==> config.mk <==
export PLATFORM = sky130hd
export DESIGN_NAME = mm_result_sink_flat
export DESIGN_NICKNAME = d
export VERILOG_FILES = /design/src/rtl/mm_pkg.sv /design/src/rtl/mm_result_sink_if.sv /design/src/rtl/mm_result_buf.sv /design/src/rtl/mm_result_sink.sv /design/src/flat_wrapper.sv
export SDC_FILE = /design/constraint.sdc
export NUM_CORES = 1
export LEC_CHECK = 0
export BUFFER_PORTS_ARGS = -buffer_cell sky130_fd_sc_hd__buf_4
export CORE_ASPECT_RATIO = 1.75
export CORE_MARGIN = 10
export CORE_UTILIZATION = 45
export DETAILED_ROUTE_END_ITERATION = 8
export MAX_ROUTING_LAYER = met4
export PLACE_DENSITY = 0.71
export SETUP_SLACK_MARGIN = 0.4
export SLEW_MARGIN = 15
export SYNTH_ARGS = -nofsm -noshare
export SYNTH_HDL_FRONTEND = slang
export SYNTH_HIERARCHICAL = 1
export SYNTH_SLANG_ARGS = --single-unit
==> constraint.sdc <==
create_clock -name clk -period 3.18 [get_ports clk]
set_input_delay 0.159 -clock clk [delete_from_list [all_inputs] [get_ports clk]]
set_output_delay 0.159 -clock clk [all_outputs]
set_load 0.005 [all_outputs]
==> src/rtl/mm_pkg.sv <==
// Shared types and constants for the matrix-multiply result sink.
package mm_pkg;

    localparam int DATA_W  = 12;
    localparam int DEPTH   = 16;
    localparam int ADDR_W  = $clog2(DEPTH);
    localparam int PTR_W   = $clog2(DEPTH + 1);
    localparam int GEO_W   = 5;
    localparam int CKSUM_W = 16;

    // Multiplier error code bits.
    localparam logic [1:0] EP_M1_RAGGED = 2'b01;
    localparam logic [1:0] EP_M2_BAD    = 2'b10;
    localparam logic [1:0] EP_MASK      = EP_M1_RAGGED | EP_M2_BAD;

    typedef enum logic [1:0] {
        IDLE,
        COLLECT,
        DRAIN
    } state_t;

    typedef struct packed {
        logic              ovf;
        logic              row_end;
        logic [DATA_W-1:0] data;
    } entry_t;

endpackage

==> src/rtl/mm_result_sink_if.sv <==
// Multiplier-side capture bus and consumer-side drain stream.
// The drain stream carries a checksum field when MM_SINK_CKSUM_EN is defined.
interface mm_in_if;
    import mm_pkg::*;

    logic              valid;
    logic [DATA_W-1:0] data;
    logic              overflow;
    logic              change_row;
    logic [1:0]        ep;
    logic              busy;

    modport master (output valid, data, overflow, change_row, ep, busy);
    modport slave  (input  valid, data, overflow, change_row, ep, busy);
endinterface

interface mm_res_if;
    import mm_pkg::*;

    logic              valid;
    logic              ready;
    logic [DATA_W-1:0] data;
    logic              ovf;
    logic              row_end;
    logic              last;
    logic [GEO_W-1:0]  rows;
    logic [GEO_W-1:0]  cols;
    logic [1:0]        err;
`ifdef MM_SINK_CKSUM_EN
    logic [CKSUM_W-1:0] cksum;

    modport master (output valid, data, ovf, row_end, last, rows, cols, err, cksum, input ready);
    modport slave  (input  valid, data, ovf, row_end, last, rows, cols, err, cksum, output ready);
`else
    modport master (output valid, data, ovf, row_end, last, rows, cols, err, input ready);
    modport slave  (input  valid, data, ovf, row_end, last, rows, cols, err, output ready);
`endif
endinterface

==> src/rtl/mm_result_buf.sv <==
// One-frame result store: DEPTH entries, one write port, one registered read port.
// A same-cycle write to the address being read is forwarded to the read register.
module mm_result_buf
    import mm_pkg::*;
(
    input  logic              clk,
    input  logic              rst,
    input  logic              we,
    input  logic [ADDR_W-1:0] wr_addr,
    input  entry_t            wr_data,
    input  logic              rd_en,
    input  logic              rd_clr,
    input  logic [ADDR_W-1:0] rd_addr,
    output entry_t            rd_data
);

    entry_t mem_q [DEPTH];
    entry_t rd_q;
    entry_t rd_d;

    // Storage write port.
    // NOTE: the array carries no reset; its contents are only read after being written.
    always_ff @(posedge clk) begin
        if (we) begin
            mem_q[wr_addr] <= wr_data;
        end
    end

    // Next read-register value: clear, load (with write forwarding) or hold.
    // NOTE: rd_d gets its hold value first so no path leaves it unassigned (no latch).
    always_comb begin
        rd_d = rd_q;
        if (rd_clr) begin
            rd_d = '0;
        end else if (rd_en) begin
            rd_d = (we && (wr_addr == rd_addr)) ? wr_data : mem_q[rd_addr];
        end
    end

    // Read register, cleared by reset so the drain outputs come up 0.
    // NOTE: rst is sampled only at the clock edge, so it stays out of the sensitivity list;
    // non-blocking assignments keep every flop updating from pre-edge values.
    always_ff @(posedge clk) begin
        if (!rst) begin
            rd_q <= '0;
        end else begin
            rd_q <= rd_d;
        end
    end

    assign rd_data = rd_q;

endmodule

==> src/rtl/mm_result_sink.sv <==
// Result sink for the matrix multiplier: captures one frame of result elements,
// tracks row/column geometry, then drains the frame on a ready/valid stream.
// Optional feature: define MM_SINK_CKSUM_EN to add a 16-bit frame checksum output.
module mm_result_sink
    import mm_pkg::*;
(
    input  logic     clk,
    input  logic     rst,
    mm_in_if.slave   mm,
    mm_res_if.master res,
    output logic     lost,
    output logic     collecting
);

    state_t            state_q, state_d;
    logic              valid_prev_q, busy_prev_q;
    logic [PTR_W-1:0]  wr_ptr_q, wr_ptr_d;
    logic [PTR_W-1:0]  rd_ptr_q, rd_ptr_d;
    logic [GEO_W-1:0]  rows_q, rows_d;
    logic [GEO_W-1:0]  cols_q, cols_d;
    logic [1:0]        err_q, err_d;
    logic              lost_q, lost_d;
    logic              res_valid_q, res_valid_d;
    logic              res_last_q, res_last_d;
    logic [GEO_W-1:0]  res_rows_q, res_rows_d;
    logic [GEO_W-1:0]  res_cols_q, res_cols_d;
    logic [1:0]        res_err_q, res_err_d;
`ifdef MM_SINK_CKSUM_EN
    logic [CKSUM_W-1:0] cksum_q, cksum_d;
    logic [CKSUM_W-1:0] res_cksum_q, res_cksum_d;
`endif

    logic              capture, frame_end;
    logic              buf_we, buf_rd_en, buf_rd_clr;
    logic [ADDR_W-1:0] buf_rd_addr;
    entry_t            buf_wr_data, buf_rd_data;

    // A held mm_valid level counts as one element; a busy 1->0 step ends the frame.
    assign capture   = mm.valid && !valid_prev_q;
    assign frame_end = !mm.busy && busy_prev_q;

    // Capture/geometry bookkeeping plus the IDLE/COLLECT/DRAIN next-state and beat loading.
    always_comb begin
        state_d     = state_q;
        wr_ptr_d    = wr_ptr_q;
        rd_ptr_d    = rd_ptr_q;
        rows_d      = rows_q;
        cols_d      = cols_q;
        err_d       = err_q;
        lost_d      = lost_q;
        res_valid_d = res_valid_q;
        res_last_d  = res_last_q;
        res_rows_d  = res_rows_q;
        res_cols_d  = res_cols_q;
        res_err_d   = res_err_q;
`ifdef MM_SINK_CKSUM_EN
        cksum_d     = cksum_q;
        res_cksum_d = res_cksum_q;
`endif
        buf_we      = 1'b0;
        buf_wr_data = '{ovf: mm.overflow, row_end: mm.change_row, data: mm.data};
        buf_rd_en   = 1'b0;
        buf_rd_clr  = 1'b0;
        buf_rd_addr = rd_ptr_q[ADDR_W-1:0];

        if (capture) begin
            if (state_q == DRAIN) begin
                lost_d = 1'b1;
            end else if ((mm.ep & EP_MASK) != 2'b00) begin
                err_d = err_q | (mm.ep & EP_MASK);
            end else if (wr_ptr_q == PTR_W'(DEPTH)) begin
                lost_d = 1'b1;
            end else begin
                buf_we   = 1'b1;
                wr_ptr_d = wr_ptr_q + PTR_W'(1);
                if (mm.change_row) begin
                    rows_d = rows_q + GEO_W'(1);
                    // Column count comes from the first row only.
                    if (rows_q == '0) begin
                        cols_d = GEO_W'(wr_ptr_q + PTR_W'(1));
                    end
                end
`ifdef MM_SINK_CKSUM_EN
                cksum_d = cksum_q + {{(CKSUM_W-DATA_W){mm.data[DATA_W-1]}}, mm.data};
`endif
            end
        end

        unique case (state_q)
            IDLE: begin
                if (capture) begin
                    state_d = COLLECT;
                end
            end
            COLLECT: begin
                if (frame_end) begin
                    // Present the first beat on the edge that ends the busy-low cycle.
                    state_d     = DRAIN;
                    res_valid_d = 1'b1;
                    res_rows_d  = rows_d;
                    res_cols_d  = cols_d;
                    res_err_d   = err_d;
                    rd_ptr_d    = '0;
                    if (wr_ptr_d == '0) begin
                        buf_rd_clr = 1'b1;
                        res_last_d = 1'b1;
                    end else begin
                        buf_rd_en   = 1'b1;
                        buf_rd_addr = '0;
                        res_last_d  = (wr_ptr_d == PTR_W'(1));
                    end
`ifdef MM_SINK_CKSUM_EN
                    res_cksum_d = res_last_d ? cksum_d : '0;
`endif
                end
            end
            DRAIN: begin
                if (res_valid_q && res.ready) begin
                    if (res_last_q) begin
                        state_d     = IDLE;
                        wr_ptr_d    = '0;
                        rd_ptr_d    = '0;
                        rows_d      = '0;
                        cols_d      = '0;
                        err_d       = '0;
                        res_valid_d = 1'b0;
                        res_last_d  = 1'b0;
                        res_rows_d  = '0;
                        res_cols_d  = '0;
                        res_err_d   = '0;
                        buf_rd_clr  = 1'b1;
`ifdef MM_SINK_CKSUM_EN
                        cksum_d     = '0;
                        res_cksum_d = '0;
`endif
                    end else begin
                        rd_ptr_d    = rd_ptr_q + PTR_W'(1);
                        buf_rd_en   = 1'b1;
                        buf_rd_addr = rd_ptr_d[ADDR_W-1:0];
                        res_last_d  = (rd_ptr_d == (wr_ptr_q - PTR_W'(1)));
`ifdef MM_SINK_CKSUM_EN
                        res_cksum_d = res_last_d ? cksum_q : '0;
`endif
                    end
                end
            end
            default: state_d = IDLE;
        endcase
    end

    // State, pointer, geometry and output registers.
    always_ff @(posedge clk) begin
        if (!rst) begin
            state_q      <= IDLE;
            valid_prev_q <= 1'b0;
            busy_prev_q  <= 1'b0;
            wr_ptr_q     <= '0;
            rd_ptr_q     <= '0;
            rows_q       <= '0;
            cols_q       <= '0;
            err_q        <= '0;
            lost_q       <= 1'b0;
            res_valid_q  <= 1'b0;
            res_last_q   <= 1'b0;
            res_rows_q   <= '0;
            res_cols_q   <= '0;
            res_err_q    <= '0;
`ifdef MM_SINK_CKSUM_EN
            cksum_q      <= '0;
            res_cksum_q  <= '0;
`endif
        end else begin
            state_q      <= state_d;
            valid_prev_q <= mm.valid;
            busy_prev_q  <= mm.busy;
            wr_ptr_q     <= wr_ptr_d;
            rd_ptr_q     <= rd_ptr_d;
            rows_q       <= rows_d;
            cols_q       <= cols_d;
            err_q        <= err_d;
            lost_q       <= lost_d;
            res_valid_q  <= res_valid_d;
            res_last_q   <= res_last_d;
            res_rows_q   <= res_rows_d;
            res_cols_q   <= res_cols_d;
            res_err_q    <= res_err_d;
`ifdef MM_SINK_CKSUM_EN
            cksum_q      <= cksum_d;
            res_cksum_q  <= res_cksum_d;
`endif
        end
    end

    mm_result_buf u_buf (
        .clk     (clk),
        .rst     (rst),
        .we      (buf_we),
        .wr_addr (wr_ptr_q[ADDR_W-1:0]),
        .wr_data (buf_wr_data),
        .rd_en   (buf_rd_en),
        .rd_clr  (buf_rd_clr),
        .rd_addr (buf_rd_addr),
        .rd_data (buf_rd_data)
    );

    assign res.valid   = res_valid_q;
    assign res.data    = buf_rd_data.data;
    assign res.ovf     = buf_rd_data.ovf;
    assign res.row_end = buf_rd_data.row_end;
    assign res.last    = res_last_q;
    assign res.rows    = res_rows_q;
    assign res.cols    = res_cols_q;
    assign res.err     = res_err_q;
`ifdef MM_SINK_CKSUM_EN
    assign res.cksum   = res_cksum_q;
`endif
    assign lost        = lost_q;
    assign collecting  = (state_q == COLLECT);

endmodule

==> src/flat_wrapper.sv <==
// flat-port wrapper written by rule: the top's interface ports become plain ports
module mm_result_sink_flat import mm_pkg::*;
  (clk, rst, lost, collecting, mm_valid, mm_data, mm_overflow, mm_change_row, mm_ep, mm_busy, res_valid, res_data, res_ovf, res_row_end, res_last, res_rows, res_cols, res_err, res_ready);
  mm_in_if mm_i ();
  mm_res_if res_i ();
  input  logic clk;
  input  logic rst;
  output logic lost;
  output logic collecting;
  input wire logic [$bits(mm_i.valid)-1:0] mm_valid;
  input wire logic [$bits(mm_i.data)-1:0] mm_data;
  input wire logic [$bits(mm_i.overflow)-1:0] mm_overflow;
  input wire logic [$bits(mm_i.change_row)-1:0] mm_change_row;
  input wire logic [$bits(mm_i.ep)-1:0] mm_ep;
  input wire logic [$bits(mm_i.busy)-1:0] mm_busy;
  output wire logic [$bits(res_i.valid)-1:0] res_valid;
  output wire logic [$bits(res_i.data)-1:0] res_data;
  output wire logic [$bits(res_i.ovf)-1:0] res_ovf;
  output wire logic [$bits(res_i.row_end)-1:0] res_row_end;
  output wire logic [$bits(res_i.last)-1:0] res_last;
  output wire logic [$bits(res_i.rows)-1:0] res_rows;
  output wire logic [$bits(res_i.cols)-1:0] res_cols;
  output wire logic [$bits(res_i.err)-1:0] res_err;
  input wire logic [$bits(res_i.ready)-1:0] res_ready;
  assign mm_i.valid = mm_valid;
  assign mm_i.data = mm_data;
  assign mm_i.overflow = mm_overflow;
  assign mm_i.change_row = mm_change_row;
  assign mm_i.ep = mm_ep;
  assign mm_i.busy = mm_busy;
  assign res_valid = res_i.valid;
  assign res_data = res_i.data;
  assign res_ovf = res_i.ovf;
  assign res_row_end = res_i.row_end;
  assign res_last = res_i.last;
  assign res_rows = res_i.rows;
  assign res_cols = res_i.cols;
  assign res_err = res_i.err;
  assign res_i.ready = res_ready;
  mm_result_sink u_core (.clk(clk), .rst(rst), .mm(mm_i), .res(res_i), .lost(lost), .collecting(collecting));
endmodule
After elaboration in Yosys (flattened, before gate mapping)
Memories as Yosys holds them, arrays and structs flattened. A register that Yosys moved wholly into a read port is not among the register bits.
Cells that the tools add are included.
- flip-flop bits (word level): 41
- memory bits (writable): 224
- word-level logic and storage cells: 127
- memories kept: 1
- memory list (memory ; depth ; width ; rd ports ; clocked after Yosys merged registers in ; write ports ; line ; source):
    u_core.u_buf.mem_q ; 16 ; 14 ; 1 ; 1 ; 1 ; mm_result_buf.sv:17 ; entry_t mem_q [DEPTH];
- reduce and logical (&&, ||, !) cells: 16
- equality and inequality tests: 10
- multiplexer cells: 80
- $add $sub $neg: 4
- bitwise gates (word level): 2
- operator list (cell ; number):
    5-bit two-way mux ; 31
    5-bit one-hot mux with 2 select lines ; 3
    1-bit two-way mux ; 24
    2-bit two-way mux ; 11
    4-bit two-way mux ; 4
    5-bit by 1-bit adder with 5-bit output (second input constant) ; 3
    5-bit zero test ; 2
    2-bit by 1-bit != test with 1-bit output (second input constant) ; 4
    1-bit one-hot mux with 2 select lines ; 4
    4-bit one-hot mux with 2 select lines ; 1
    4-bit AND reduction ; 2
    2-bit one-hot mux with 3 select lines ; 1
    3-bit AND reduction ; 2
    2-bit nonzero test ; 3
    5-bit by 1-bit == test with 1-bit output (second input constant) ; 1
    5-bit == test ; 1
    5-bit == test (second input constant) ; 1
    5-bit by 1-bit subtractor with 5-bit output (second input constant) ; 1
    2-bit one-hot mux with 2 select lines ; 1
    1-bit logical AND ; 3
    2-bit by 1-bit == test with 1-bit output (second input constant) ; 1
    2-bit == test (second input constant) ; 1
    1-bit zero test ; 2
    2-bit zero test ; 1
    4 further kinds ; 4

Depth between registers and ports, before layout
Gate-level depths: netlist of the first run.
- depth in word-level cells: 10
- depth in mapped cells: 14

Hierarchy
Netlist of the first run, hierarchy kept.
- modules (own cells, without submodules) (module ; cells each ; area an instance (um^2) ; instances ; seq. area each (um^2)):
    mm_result_buf ; 474 ; 9673.0 ; 1 ; 7006.7
    mm_result_sink ; 249 ; 2244.7 ; 1 ; 820.8

Worst setup path after synthesis of the first run
No wires, ideal clock.
- path type: register to register
- start point: reg u_core.wr_ptr_q[3]
- end point: reg u_core.u_buf.rd_q (netlist bit u_core/u_buf/rd_data[12])
- slack: -0.325 ns
- path buffers: 3
- library setup time: 0.130 ns
- data arrival time: 3.375 ns
- stages on the path, launching flop included: 13
- period minus slack after synthesis: 3.505 ns
- cells stage by stage: dfxtp_1 -> clkbuf_1 -> and4bb_2 -> nor3_2 -> xnor2_1 -> a41oi_1 -> o32ai_1 -> buf_6 -> buf_6 -> mux4_1 -> mux2_2 -> a221oi_2 -> a211oi_1
- RTL lines (item ; line ; source):
    from (decl) ; mm_result_sink.sv:17 ; logic [PTR_W-1:0] wr_ptr_q, wr_ptr_d;
    from (signal assigned) ; mm_result_sink.sv:176 ; wr_ptr_q <= wr_ptr_d;
    5-bit by 1-bit adder with 5-bit output / 5-bit == test (equally long branches) ; mm_result_sink.sv:75, mm_result_sink.sv:71 ;
    5-bit two-way mux ; mm_result_sink.sv:71 ; end else if (wr_ptr_q == PTR_W'(DEPTH)) begin
    5-bit two-way mux ; mm_result_sink.sv:69 ; end else if ((mm.ep & EP_MASK) != 2'b00) begin
    5-bit two-way mux ; mm_result_sink.sv:67 ; if (state_q == DRAIN) begin
    5-bit two-way mux (*) ; mm_result_sink.sv:66 ; if (capture) begin
    5-bit zero test (*) ; mm_result_sink.sv:104 ; if (wr_ptr_d == '0) begin
    4-bit two-way mux (*) ; mm_result_sink.sv:104 ;
    4-bit two-way mux (*) ; mm_result_sink.sv:96 ; if (frame_end) begin
    4-bit one-hot mux with 2 select lines (*) ; mm_result_sink.sv:89 ; unique case (state_q)
    via u_core.buf_rd_addr[0] ; mm_result_sink.sv:35 ; logic [ADDR_W-1:0] buf_rd_addr;
    to (signal assigned) ; mm_result_buf.sv:47 ; rd_q <= rd_d;
    to (decl) ; mm_result_buf.sv:18 ; entry_t rd_q;
Mark *: on every way through the listed nets, which the timed path passes. The rest lies on a longest branch.
A chain may end at the register's enable or synchronous reset.

Final worst setup path of the first run
- start point: reg u_core.valid_prev_q
- end point: reg u_core.u_buf.rd_q (netlist bit u_core/u_buf/rd_data[9])
- RTL lines (item ; line ; source):
    from (decl) ; mm_result_sink.sv:16 ; logic valid_prev_q, busy_prev_q;
    from (signal assigned) ; mm_result_sink.sv:174 ; valid_prev_q <= mm.valid;
    1-bit zero test ; mm_result_sink.sv:39 ; assign capture = mm.valid && !valid_prev_q;
    1-bit logical AND ; mm_result_sink.sv:39 ;
    5-bit two-way mux ; mm_result_sink.sv:66 ;
    5-bit zero test ; mm_result_sink.sv:104 ;
    4-bit two-way mux ; mm_result_sink.sv:104 ;
    4-bit two-way mux ; mm_result_sink.sv:96 ;
    4-bit one-hot mux with 2 select lines ; mm_result_sink.sv:89 ;
    via u_core.buf_rd_addr[0] ; mm_result_sink.sv:35 ;
The timed path passes the listed nets, and every way through them passes these cells.

==> impl_metrics.yaml, run 1 <==
place:
  port_buffers: 50
  dp.cells: 1131
  gp_congestion: 0.8335
  placed_cell_area_mm2: 0.01320
  dp_hpwl_mm: 17.69
timing:
  rsz0062_at_grt: "true"
  tightest_slew_ns: 0.6767
  setup_viol: 14
  fin_crit_sh: 1.067
  fmax_mhz: 294.9
  max_slew_margin: 0.5482
  min_period_ns: 3.391
  fin_worst_skew_ns: 0.01784
  slew_violations: 0
  hold_viol: 0
  fin_ws_ns: -0.2115
run:
  cap_violations: 0
critical_path:
  cp.arrival_ns: 3.79
  crit_family: "multiplexers"
  cp_max_fo: 7
  r2r_slack_ns: -0.21
  cp-start-kind: "flip-flop"
  r2r_end: "u_core/u_buf/rd_data[9]$_SDFFE_PP0P_"
  cp.required_ns: 3.58
  endpoint_kind: "flip-flop"
  r2r_cells: 11
  crit_type: "reg -> reg"
  reg2reg_from: "u_core/valid_prev_q$_SDFF_PN0_"
  critPathMaxStageDelay_ns: 0.50
  cp_num_buf_inv: 2
  cpMaxStageDelayCell: "or4b_4"
  crit_chain: "or4b_4 -> or3b_4 -> mux2i_4 -> a41oi_2 -> o32ai_4 -> buf_6 -> buf_12 -> mux4_2 -> mux2_4 -> a221oi_4 -> a211oi_2"
global_route:
  grt_pass1_wl_mm: 40.90
  grt_start_max_net_pins: 27
  antenna_found_initial: 0
  grt_pass1_vias: 7288
  overflow: 0
  track_usage: 0.1600
worst_hold_path:
  min_delay_worst_endpoint: "u_core/wr_ptr_q[2]$_SDFF_PN0_"
  hp-class: "in -> reg"
  whs_path_depth: 5
  hp-start: "mm_ep[1]"
detailed_routing:
  vias: 6921
  drtAntennaViolNets: 0
  drt-total-wl_mm: 26.28
  drc: 0
  detail_route.wl_per_cell_um: 21.68
  firstDrtPassIters: 5
  drt_iter0_drc: 330
  viasPerCell: 5.710
logic_synthesis:
  syn_nets: 754
  async_reset_ff_frac: 0
  ys_top_cells_by_area: "edfxtp_1, dfxtp_1, mux4_1"
  syn_avg_cell_area_um2: 16.48
  ys_seq_elements: 279
  syn_inst: 723
  yosysWarningCount: 6
  synthFlopType: "edfxtp_1"
  ys_types: 70
  netlist.area_leader.share: 0.5644
  netlist_area_mm2: 0.01192
  ys_seq_area_frac: 0.6568
  synth_top_cell_by_area: "edfxtp_1"
  synth_edf_count: 224
clocking:
  cts_sinks: 279
  clkTransAtPathRegs_ns: 0.07
  cts_tree: "yes"
  cts-root-buf: "clkbuf_16"
  htree_levels: 1
  cts_buffers: 24
  clock_latency_ns: 0.53
  clockBufferDepth: 3
finish:
  instances_no_fill: 1212
  fin_nets: 905
  area_growth_pct: 21.73
  final_layout_size_suffix_gt1_frac: 0.3217
  design_area_mm2: 0.01451
  nFillCells: 2007
  antenna_cells: 0
die:
  rows: 78
  die_x_um: 143.0
  dieArea_mm2: 0.03365
  io_pins: 51
  coreArea_mm2: 0.02606
  die_h_um: 235.3
  initial_core_util: 0.4574
power:
  switching_share: 0.2284
  peakVddDrop_mv: 0.4064
  p_comb_frac: 0.115
  seqPwrFrac: 0.506
  p_leak_nw: 4.996
  clockPowerShare: 0.379
  powerDensity_mw_per_mm2: 546.6
  p_int_mw: 6.120
  p_switching_mw: 1.811
run_status:
  violations: "setup timing"
  run_status: "finished, violations left"
==> cell families after synthesis <==
| group | synth area share |
|---|---|
| DFF | 0.6568 |
| muxes | 0.1339 |
| AOI/OAI and AO/OA | 0.08326 |
| and+or+nand+nor | 0.06362 |
| xor gates and xnor gates | 0.01911 |
| buffers and inverters | 0.03286 |
| adders and majority gates | 0.01050 |
==> per-stage QoR <==
stage / setup slack [ns] / utilization / total power [mW] / hold WS, ns / TNS (ns)
after floorplan: -0.1277 / - / 4.585 / 0.2579 / -1.724
after global placement: -0.2640 / 0.5065 / 4.941 / 0.3695 / -3.162
after detailed placement: -0.2943 / 0.5065 / 4.953 / 0.3721 / -3.700
after CTS: -0.2482 / 0.5553 / 7.978 / 0.1723 / -3.075
after global routing: -0.3305 / 0.5568 / 8.209 / 0.2246 / -4.370
final: -0.2115 / 0.5568 / 7.930 / 0.1732 / -2.474
==> cell usage in the layout (no fill, tap or decap), types with 6 or more instances in the layout <==
| cell type | synthesis | layout |
|---|---|---|
| nor4_1 | 7 | 7 |
| nor2_1 | 42 | 42 |
| nand3_1 | 11 | 11 |
| o21ai_1 | 1 | 9 |
| and2_1 | 9 | 9 |
| dlygate4sd3_1 | 0 | 19 |
| o41ai_1 | 10 | 7 |
| a221oi_1 | 19 | 14 |
| nor2b_1 | 6 | 6 |
| nand2_1 | 18 | 18 |
| mux2i_1 | 36 | 36 |
| mux2_4 | 0 | 14 |
| a21oi_1 | 12 | 12 |
| o2bb2ai_1 | 12 | 12 |
| edfxtp_1 | 224 | 224 |
| xnor2_1 | 17 | 16 |
| inv_1 | 11 | 11 |
| or2_2 | 11 | 11 |
| buf_4 | 3 | 124 |
| xor2_1 | 9 | 9 |
| ha_1 | 10 | 10 |
| mux4_1 | 29 | 7 |
| o21ai_0 | 22 | 13 |
| a221oi_2 | 9 | 13 |
| a211oi_1 | 15 | 14 |
| mux4_2 | 13 | 35 |
| dfxtp_1 | 55 | 54 |
| clkbuf_16 | 0 | 25 |
| buf_12 | 1 | 13 |
==> worst max-delay path by stage <==
| stage | start | end | slack [ns] | depth (start not counted) |
|---|---|---|---|---|
| 3_5_place_dp | mm_ep[1] | u_core/u_buf/rd_data[2]$_SDFFE_PP0P_ | -0.29 | 11 |
| 2_1_floorplan | u_core/valid_prev_q$_SDFF_PN0_ | u_core/u_buf/rd_data[12]$_SDFFE_PP0P_ | -0.13 | 11 |
| 4_1_cts | u_core/valid_prev_q$_SDFF_PN0_ | u_core/u_buf/rd_data[7]$_SDFFE_PP0P_ | -0.25 | 11 |
| 5_1_grt | u_core/valid_prev_q$_SDFF_PN0_ | u_core/u_buf/rd_data[9]$_SDFFE_PP0P_ | -0.33 | 11 |
| 6_report | u_core/valid_prev_q$_SDFF_PN0_ | u_core/u_buf/rd_data[9]$_SDFFE_PP0P_ | -0.21 | 11 |
| 3_3_place_gp | mm_ep[1] | u_core/u_buf/rd_data[10]$_SDFFE_PP0P_ | -0.26 | 11 |
==> final cells by class <==
cell class	instances	area, um2	area share
Tap cell	320	400.4	0.02760
Inverter	13	48.80	0.003364
Clock buffer	32	671.9	0.04631
Sequential cell	279	7829	0.5396
Multi-Input combinational cell	389	3831	0.2641
Timing Repair Buffer	167	1578	0.1088
Clock inverter	12	148.9	0.01026
==> sequential cells by signal, summed over array words and instances (netlist names) <==
register,flops
u_core/busy_prev_q,1
u_core/state_q,2
u_core/err_q,2
u_core/rows_q,5
u_core/u_buf/rd_data,14
u_core/wr_ptr_q,5
u_core/res.err,2
u_core/rd_ptr_q,5
u_core/res.last,1
u_core/res.valid,1
u_core/valid_prev_q,1
u_core/lost,1
u_core/u_buf/mem_q,224
u_core/res.cols,5
u_core/res.rows,5
u_core/cols_q,5
==> per-layer routing <==
layer,routed length (um),up-vias,part of all wire,track usage
met2,14960,168,0.57,0.2948
met5,0,-,0,-
met3,914,45,0.035,0.01796
li1,-,3188,-,-
met1,9742,3520,0.37,0.1717
met4,667,0,0.025,0.05354
==> synth_stat cells (5+ instances only) <==
library cell and instances:
mux2_2 14, nor2_1 42, nor3_1 6, o21ai_0 22
clkbuf_8 11, nand3_1 11, nand2_1 18, or2_2 11
xnor2_1 17, nor4_1 7, dfxtp_1 55, a221oi_1 19
a221oi_2 9, mux2i_1 36, a41oi_1 6, o2bb2ai_1 12
nand4_1 5, mux4_2 13, buf_2 5, xor2_1 9
clkbuf_1 16, mux4_1 29, edfxtp_1 224, and2_1 9
inv_1 11, a211oi_1 15, a21oi_1 12, o41ai_1 10
ha_1 10, nor2b_1 6, nand2b_1 5
==> power by group through the flow <==
stage	clock, mW	combinational (mW)	sequential [mW]
6_report	3.00	0.916	4.01
4_1_cts	3.05	0.918	4.01
3_5_place_dp	0	0.863	4.09
3_3_place_gp	0	0.853	4.09
5_1_grt	3.19	1.00	4.01
2_1_floorplan	0	0.495	4.09
==> tightest hold or removal path, stage by stage <==
cell and delay [ns]:
buf_4 0.08, or4b_4 0.13, or3b_4 0.14, mux2i_1 0.08, nor2_1 0.07
==> timing repair <==
item | in CTS | in global routing
endpoints found under the setup margin | 14 | 14
buffers inserted | 14 | 0
hold endpoints to repair | 236 | 0
resized for setup | 25 | 10
pin swaps | 9 | 5
hold buffers | 19 | 0
cloned | 4 | 0
Power figures use the tool's default switching activity.
==> inputs of run 2 (changes only) <==
BUFFER_PORTS_ARGS = -buffer_cell sky130_fd_sc_hd__buf_2   (was -buffer_cell sky130_fd_sc_hd__buf_4)
==> impl_metrics.yaml, run 2 (synthesized netlist as in run 1, its figures left out) <==
power:
  peakVddDrop_mv: 0.4342
  powerDensity_mw_per_mm2: 572.2
  p_total_mw: 8.157
  p_leak_nw: 4.889
timing:
  tightest_slew_ns: 0.6767
  hold_viol: 0
  fmax_mhz: 293.1
  fin_ws_ns: -0.2316
  setup_viol: 14
  min_period_ns: 3.412
  hold_ws_ns: 0.01873
  slew_violations: 0
  fin_worst_skew_ns: 0.01020
  max_slew_margin: 0.5482
  setup_tns_ns: -2.719
  fin_crit_sh: 1.073
  rsz0062_at_grt: "true"
run_status:
  run_status: "finished, violations left"
  violations: "setup timing"
critical_path:
  reg2reg_from: "u_core/valid_prev_q$_SDFF_PN0_"
  cp-start-kind: "flip-flop"
  r2r_cells: 11
  crit_type: "reg -> reg"
  endpoint_kind: "flip-flop"
  r2r_end: "u_core/u_buf/rd_data[2]$_SDFFE_PP0P_"
  cp.required_ns: 3.59
  cp.arrival_ns: 3.82
  r2r_slack_ns: -0.23
  cp_max_fo: 7
place:
  gp_congestion: 0.8546
  dp_hpwl_mm: 18.26
  placed_cell_area_mm2: 0.01308
  dp.cells: 1130
  post-place-ws_ns: -0.2990
  port_buffers: 50
finish:
  design_area_mm2: 0.01425
  multi_input_area_mm2: 0.003891
  fin_nets: 881
  seq_area_mm2: 0.007829
  mostFrequentLayoutCells: "edfxtp_1, buf_4, dfxtp_1"
  area_growth_pct: 19.61
  final_common_cell: "edfxtp_1"
  nFillCells: 1986
  largest_reg_flops: 224
  regMostFlops: "u_core/u_buf/mem_q"
  instances_no_fill: 1190
  final_layout_size_suffix_gt1_frac: 0.3249
  final_core_util: 0.5471
detailed_routing:
  vias: 6902
  viasPerCell: 5.800
  detail_route.wl_per_cell_um: 22.69
  drt_iter0_drc: 367
  drt-total-wl_mm: 27.00
  drc: 0
  firstDrtPassIters: 5
  drtAntennaViolNets: 0
clocking:
  cts_tree: "yes"
  cts-root-buf: "clkbuf_16"
  cts_buffers: 24
  clockBufferDepth: 3
  clkTransAtPathRegs_ns: 0.07
  clock_latency_ns: 0.52
  cts_sinks: 279
  htree_levels: 1
worst_hold_path:
  whs_path_depth: 1
  hp-start: "mm_data[10]"
  hp-class: "in -> reg"
  min_delay_worst_endpoint: "u_core/u_buf/mem_q[4][10]$_DFFE_PP_"
die:
  initial_core_util: 0.4574
  dieArea_mm2: 0.03365
  coreArea_mm2: 0.02606
  rows: 78
  io_pins: 51
  die_x_um: 143.0
  die_h_um: 235.3
global_route:
  grt_start_max_net_pins: 29
  overflow: 0
  track_usage: 0.1629
  grt_pass1_wl_mm: 41.51
  grt_pass1_vias: 7326
  antenna_found_initial: 2
run:
  cap_violations: 0
run 2: cell count changes in the layout (fill, tap and decap cells not counted), sizes merged:
cell,previous run,this run
buf,148,138
inv,14,15
clkinv,6,3
bufinv,3,6
diode,0,2
clkbuf,32,33
clkinvlp,2,1
dlygate4sd3,19,4
run 2: power breakdown:
part | internal, mW | switching (mW) | total, mW
combinational | 0.374 | 0.535 | 0.909
sequential | 3.98 | 0.0286 | 4.01
clock | 1.98 | 1.26 | 3.24
total | 6.33 | 1.82 | 8.16
run 2: worst max-delay path by stage:
stage	to	slack, ns	from	cells past startpoint
CTS	u_core/u_buf/rd_data[0]$_SDFFE_PP0P_	-0.27	u_core/valid_prev_q$_SDFF_PN0_	11
global placement	u_core/u_buf/rd_data[1]$_SDFFE_PP0P_	-0.21	u_core/valid_prev_q$_SDFF_PN0_	12
floorplan	u_core/u_buf/rd_data[12]$_SDFFE_PP0P_	-0.13	u_core/valid_prev_q$_SDFF_PN0_	11
global route	u_core/u_buf/rd_data[5]$_SDFFE_PP0P_	-0.34	u_core/valid_prev_q$_SDFF_PN0_	11
finish	u_core/u_buf/rd_data[2]$_SDFFE_PP0P_	-0.23	u_core/valid_prev_q$_SDFF_PN0_	11
detailed placement	u_core/u_buf/rd_data[0]$_SDFFE_PP0P_	-0.30	u_core/valid_prev_q$_SDFF_PN0_	12
run 2: repair_timing:
| item | CTS | global route |
|---|---|---|
| setup buffers | 6 | 1 |
| cloned | 2 | 1 |
| endpoints found under the hold margin | 4 | 0 |
| gates resized for setup | 17 | 18 |
| pin swaps | 8 | 11 |
| setup endpoints to repair | 14 | 14 |
| hold buffers | 4 | 0 |
run 2: worst max-delay path, cell delays in order, from the launching register on:
cell	delay (ns)
dfxtp_1	0.31
or4b_4	0.51
or3b_4	0.42
mux2i_4	0.18
a41oi_2	0.17
o32ai_4	0.23
buf_6	0.16
buf_12	0.13
mux4_2	0.51
mux2_4	0.30
a221oi_4	0.26
a211oi_2	0.10
run 2: cell type report:
class	instances	area share
Antenna cell	2	0.0003511
Sequential cell	279	0.5492
Inverter	13	0.003423
Tap cell	320	0.02809
Clock inverter	12	0.01510
Multi-Input combinational cell	389	0.2730
Clock buffer	32	0.04713
Timing Repair Buffer	143	0.08374
run 2: metal layers:
layer,GRT usage,vias to the layer above,wire length [um]
met1,0.1705,3493,9682
met5,-,-,0
li1,-,3141,-
met2,0.3007,220,15360
met3,0.01957,48,1287
met4,0.06199,0,672
